===== src/rtl/indata_word_packer.sv =====
// indata_word_packer: packs a 24-bit sample stream (4 samples -> 3 words,
// LSB-first) into 32-bit words. The words go through an output FIFO to a
// ready/valid master port. m_last marks the final word of each line.
module indata_word_packer #(
   parameter int unsigned LINE_LEN   = 256,
   parameter int unsigned FIFO_DEPTH = 16
) (
   input  logic        clk,
   input  logic        rst_n,
   input  logic [23:0] data_in,
   input  logic        valid_in,
   input  logic        clr_ovf,
   output logic [31:0] m_data,
   output logic        m_valid,
   input  logic        m_ready,
   output logic        m_last,
   output logic        line_done,
   output logic        overflow
);

   localparam int unsigned SW = $clog2(LINE_LEN);
   localparam int unsigned AW = $clog2(FIFO_DEPTH);
   localparam logic [SW-1:0] SCNT_MAX = SW'(LINE_LEN - 1);
   localparam logic [AW:0]   CNT_FULL = (AW+1)'(FIFO_DEPTH);

   typedef enum logic [1:0] {PH0, PH1, PH2, PH3} ph_t;

   ph_t           ph_q, ph_d;
   logic [SW-1:0] scnt_q, scnt_d;
   logic [23:0]   hold_q, hold_d;

   logic          push;
   logic [31:0]   push_data;
   logic          push_last;

   logic [32:0]   mem [FIFO_DEPTH];
   logic [AW-1:0] wr_ptr, rd_ptr;
   logic [AW:0]   count;
   logic          full, pop, push_ok, ovf_set;

   // Phase, sample counter and hold register update on accepted samples
   always_ff @(posedge clk) begin
      if (!rst_n) begin
         ph_q   <= PH0;
         scnt_q <= '0;
         hold_q <= '0;
      end else begin
         ph_q   <= ph_d;
         scnt_q <= scnt_d;
         hold_q <= hold_d;
      end
   end

   // Next phase and word assembly from the held bytes plus the incoming sample
   always_comb begin
      ph_d      = ph_q;
      scnt_d    = scnt_q;
      hold_d    = hold_q;
      push      = 1'b0;
      push_data = '0;
      push_last = 1'b0;
      if (valid_in) begin
         scnt_d = (scnt_q == SCNT_MAX) ? '0 : scnt_q + 1'b1;
         case (ph_q)
            PH0: begin
               hold_d = data_in;
               ph_d   = PH1;
            end
            PH1: begin
               push      = 1'b1;
               push_data = {data_in[7:0], hold_q};
               hold_d    = {8'h00, data_in[23:8]};
               ph_d      = PH2;
            end
            PH2: begin
               push      = 1'b1;
               push_data = {data_in[15:0], hold_q[15:0]};
               hold_d    = {16'h0000, data_in[23:16]};
               ph_d      = PH3;
            end
            PH3: begin
               push      = 1'b1;
               push_data = {data_in, hold_q[7:0]};
               push_last = (scnt_q == SCNT_MAX);
               ph_d      = PH0;
            end
         endcase
      end
   end

   assign line_done = valid_in && (scnt_q == SCNT_MAX);

   // Full is taken from the registered count. A pop in the same cycle makes room for the push.
   assign full    = (count == CNT_FULL);
   assign m_valid = (count != '0);
   assign pop     = m_valid && m_ready;
   assign push_ok = push && (!full || pop);
   assign ovf_set = push && full && !pop;

   // FIFO storage: no reset needed, because the count qualifies every read
   always_ff @(posedge clk) begin
      if (rst_n && push_ok)
         mem[wr_ptr] <= {push_last, push_data};
   end

   // FIFO pointers and occupancy
   always_ff @(posedge clk) begin
      if (!rst_n) begin
         wr_ptr <= '0;
         rd_ptr <= '0;
         count  <= '0;
      end else begin
         if (push_ok) wr_ptr <= wr_ptr + 1'b1;
         if (pop)     rd_ptr <= rd_ptr + 1'b1;
         if (push_ok && !pop)
            count <= count + 1'b1;
         else if (pop && !push_ok)
            count <= count - 1'b1;
      end
   end

   // Sticky overflow flag: a new drop takes priority over a clear request
   always_ff @(posedge clk) begin
      if (!rst_n)
         overflow <= 1'b0;
      else if (ovf_set)
         overflow <= 1'b1;
      else if (clr_ovf)
         overflow <= 1'b0;
   end

   assign m_data = m_valid ? mem[rd_ptr][31:0] : '0;
   assign m_last = m_valid && mem[rd_ptr][32];

endmodule


===== config.mk =====
export PLATFORM = sky130hd
export DESIGN_NAME = indata_word_packer
export DESIGN_NICKNAME = d
export VERILOG_FILES = /design/src/rtl/indata_word_packer.sv
export SDC_FILE = /design/constraint.sdc
export NUM_CORES = 1
export LEC_CHECK = 0
export CORE_ASPECT_RATIO = 0.6
export CORE_UTILIZATION = 45
export CTS_CLUSTER_SIZE = 40
export DETAILED_ROUTE_END_ITERATION = 12
export PLACE_DENSITY = 0.62
export REMOVE_ABC_BUFFERS = 1
export SYNTH_ARGS = -nofsm -noshare
export SYNTH_HDL_FRONTEND = slang
export SYNTH_SLANG_ARGS = --single-unit
export TNS_END_PERCENT = 1

===== constraint.sdc =====
create_clock -name clk -period 9.9 [get_ports clk]
set_input_delay 0.99 -clock clk [delete_from_list [all_inputs] [get_ports clk]]
set_output_delay 0.99 -clock clk [all_outputs]
set_load 0.05 [all_outputs]

==> impl_metrics.csv <==
group,metric,value,unit
run_status,status,"finished clean",
hold_path,hold_class,"reg -> reg",
power_and_ir_drop,internal_power,4.65,mW
setup_path,crit_chain,"buf_4, mux4_2, mux2_2, a221o_1, clkdlybuf4s50_1",
clock_network,clockRootBuffer,"clkbuf_16",
clock_network,htreeDepth,2,
finish,syn_to_final_growth,14.8,%
finish,final_common_cell,"edfxtp_1",
routing,drt-total-wl,54.0,mm
floorplanning,io_pins,65,
sta,fin_crit,5.23,ns
setup_path,cp_slowest_cell,"buf_4",
sta,final-hold-violation-count,0,
synthesis,synthCells,1170,
setup_path,critPathKind,"reg -> out",
placement,place_area,24500,µm²
clock_network,cts_tree,"done",
routing,viasPerCell,5.97,
sta,maxSlewHeadroom,0.263,
setup_path,crit_arrival,4.24,ns
power_and_ir_drop,cellLeakagePower,7.95,nW
power_and_ir_drop,total_power,6.53,mW
clock_network,path_clk_slew,0.07,ns
synthesis,synth-edff-count,528,
sta,timing.fmax,191,MHz
setup_path,critical-path-max-stage-delay,0.84,ns
synthesis,yosysWarnings,0,
clock_network,cts_buffers,52,
global_routing,grt_max_degree,56,
clock_network,cts.sinks,580,
floorplanning,coreArea,49900,µm²
clock_network,ctsResizeCount,0,
routing,wl_per_cell,27.4,µm
placement,port_buffers,64,
routing,first_pass_iters,8,
sta,tightest_slew,1.11,ns
synthesis,syn_area_per_cell,19.6,µm²
power_and_ir_drop,switching_share,0.288,
floorplanning,die_w,294,µm
synthesis,synthFlopType,"edfxtp_1",
finish,fillers,3909,
job,drv_cap,0,
sta,finalCritPeriodShare,0.529,
floorplanning,row_count,63,
finish,seqCellArea,16900,µm²
synthesis,ys_ff_latch,580,
clock_network,insertion_delay,0.60,ns
global_routing,grt_pass1_wl,78.9,mm
placement,gp_congestion,0.762,
power_and_ir_drop,p_switching,1.88,mW
sta,rsz0062_at_grt,"no",
power_and_ir_drop,peakVddDrop,0.000217,V
clock_network,cts_setup_buffers,0,
global_routing,grt_usage,0.210,
power_and_ir_drop,p_seq_frac,0.422,
sta,finalClockSkew,0.0326,ns
setup_path,crit_path_end_kind,"output pin",
power_and_ir_drop,power.density,248,nW/µm²
floorplanning,start_util,0.460,
sta,timing.hold.ws,0.470,ns
synthesis,synth_area,23000,µm²
floorplanning,dieArea,52000,µm²
setup_path,critPathLaunchType,"flip-flop",
synthesis,ys_seq_area_frac,0.736,
placement,post-place-cells,1874,
power_and_ir_drop,combinationalPowerShare,0.245,
setup_path,crit_fanout,53,
synthesis,synth_cell_types,50,
sta,drv_slew,0,
finish,multi_input_area,5840,µm²
finish,drive_above_1_share,0.240,
finish,final_nets,1292,
global_routing,first_global_vias,11600,
power_and_ir_drop,p_clk_frac,0.333,
setup_path,cp.required,8.91,ns
routing,drt_iter0_drc,1267,
finish,final_cell_mix,"edfxtp_1, mux4_2, clkdlybuf4s50_1",
global_routing,overflow,0,
finish,stdcell_count,1972,
routing,num_vias,11800,
routing,drc,0,
synthesis,async_flop_share,0,
setup_path,cp_top_family,"buffers and inverters",
floorplanning,die_height,177,µm
sta,finalSetupViolCount,0,
clock_network,ctsLongestPathBuffers,3,
clock_network,ctsHoldBuffers,0,
finish,design_area,26400,µm²
routing,ant_nets,0,
global_routing,antenna_found_initial,1,
sta,fin_setup_tns,0,ns
setup_path,path_buf_inv,2,
placement,dp_hpwl,28.7,mm
## worst register-to-register path, cell delays in order, from the launching register on
cell and delay (ns):
dfxtp_1 0.43, inv_1 0.11, ha_1 0.18, nand2b_1 0.19
a21oi_2 0.43, nand3_1 0.38, nor2_4 0.65, buf_4 0.55
## worst paths after layout
kind / depth (start not counted) / endpoint / slack (ns) / from
max: 5 / m_data[28] / 4.67 / flip-flop
min: 2 / hold_q[19] / 0.47 / hold_q[19]
max reg2reg: 7 / mem[8][21] / 6.60 / ph_q[1]
min reg2reg: 2 / hold_q[19] / 0.47 / hold_q[19]
## kinds of logic after synthesis
group / Yosys count / synth area share
multiplexers: 173 / 0.149
buffers and inverters: 81 / 0.0160
XOR/XNOR: 12 / 0.00458
AO/OA/AOI/OAI: 115 / 0.0416
adder cells (fa/ha/maj): 17 / 0.00959
flip-flops: 580 / 0.736
AND/OR/NAND/NOR: 192 / 0.0434
## flip-flops by register name, summed over array words and instances, names as in the netlist, named ones only
register / count
count: 5
wr_ptr: 4
ph_q: 2
overflow: 1
mem: 528
scnt_q: 8
rd_ptr: 4
hold_q: 24
## power groups by stage
stage | logic, mW | clock network, mW | registers, mW
after floorplan | 1.12 | 0 | 2.88
after global placement | 1.60 | 0 | 2.81
after detailed placement | 1.61 | 0 | 2.81
after CTS | 1.61 | 2.22 | 2.76
after global routing | 1.68 | 2.30 | 2.76
final | 1.60 | 2.18 | 2.75
## area by class of cell
cell class,count,area share
sequential,580,0.641
multi-input combinational,509,0.221
clock buffer,63,0.0525
timing repair buffer,96,0.0334
tap,682,0.0324
clock inverter,34,0.0178
inverter,7,0.000997
antenna,1,0.0000949
## routing by layer
layer	GRT usage	wire, µm	up-vias
met4	0.0475	1040	0
li1	-	-	4961
met2	0.324	24800	467
met3	0.0424	4000	77
met1	0.310	24100	6260
met5	0	0	-
## stage by stage
stage | setup slack (ns) | utilization
after floorplan | 3.15 | -
after global placement | 5.17 | 0.491
after detailed placement | 5.18 | 0.491
after CTS | 4.55 | 0.528
after global routing | 4.47 | 0.528
final | 4.67 | 0.528
## synthesized netlist by cell type (all sizes together), types with 2 or more instances
library cell	count	area [µm²]
a21boi	8	60.1
a21oi	12	63.8
a221o	33	330
a221oi	15	131
a222oi	16	160
a22oi	8	60.1
and2	21	131
and3	2	12.5
buf	38	205
clkbuf	36	135
dfxtp	52	1040
edfxtp	528	15900
ha	16	200
inv	7	26.3
mux2	33	372
mux2i	8	80.1
mux4	132	2970
nand2	27	101
nand2b	9	56.3
nand3	16	80.1
nand4	4	25.0
nor2	55	206
nor2b	41	257
nor3	5	25.0
nor3b	7	52.6
o211ai	2	20.0
o21a	2	15.0
o21ai	13	68.8
xnor2	11	96.3
No activity file was read; power rests on OpenSTA's default activity.
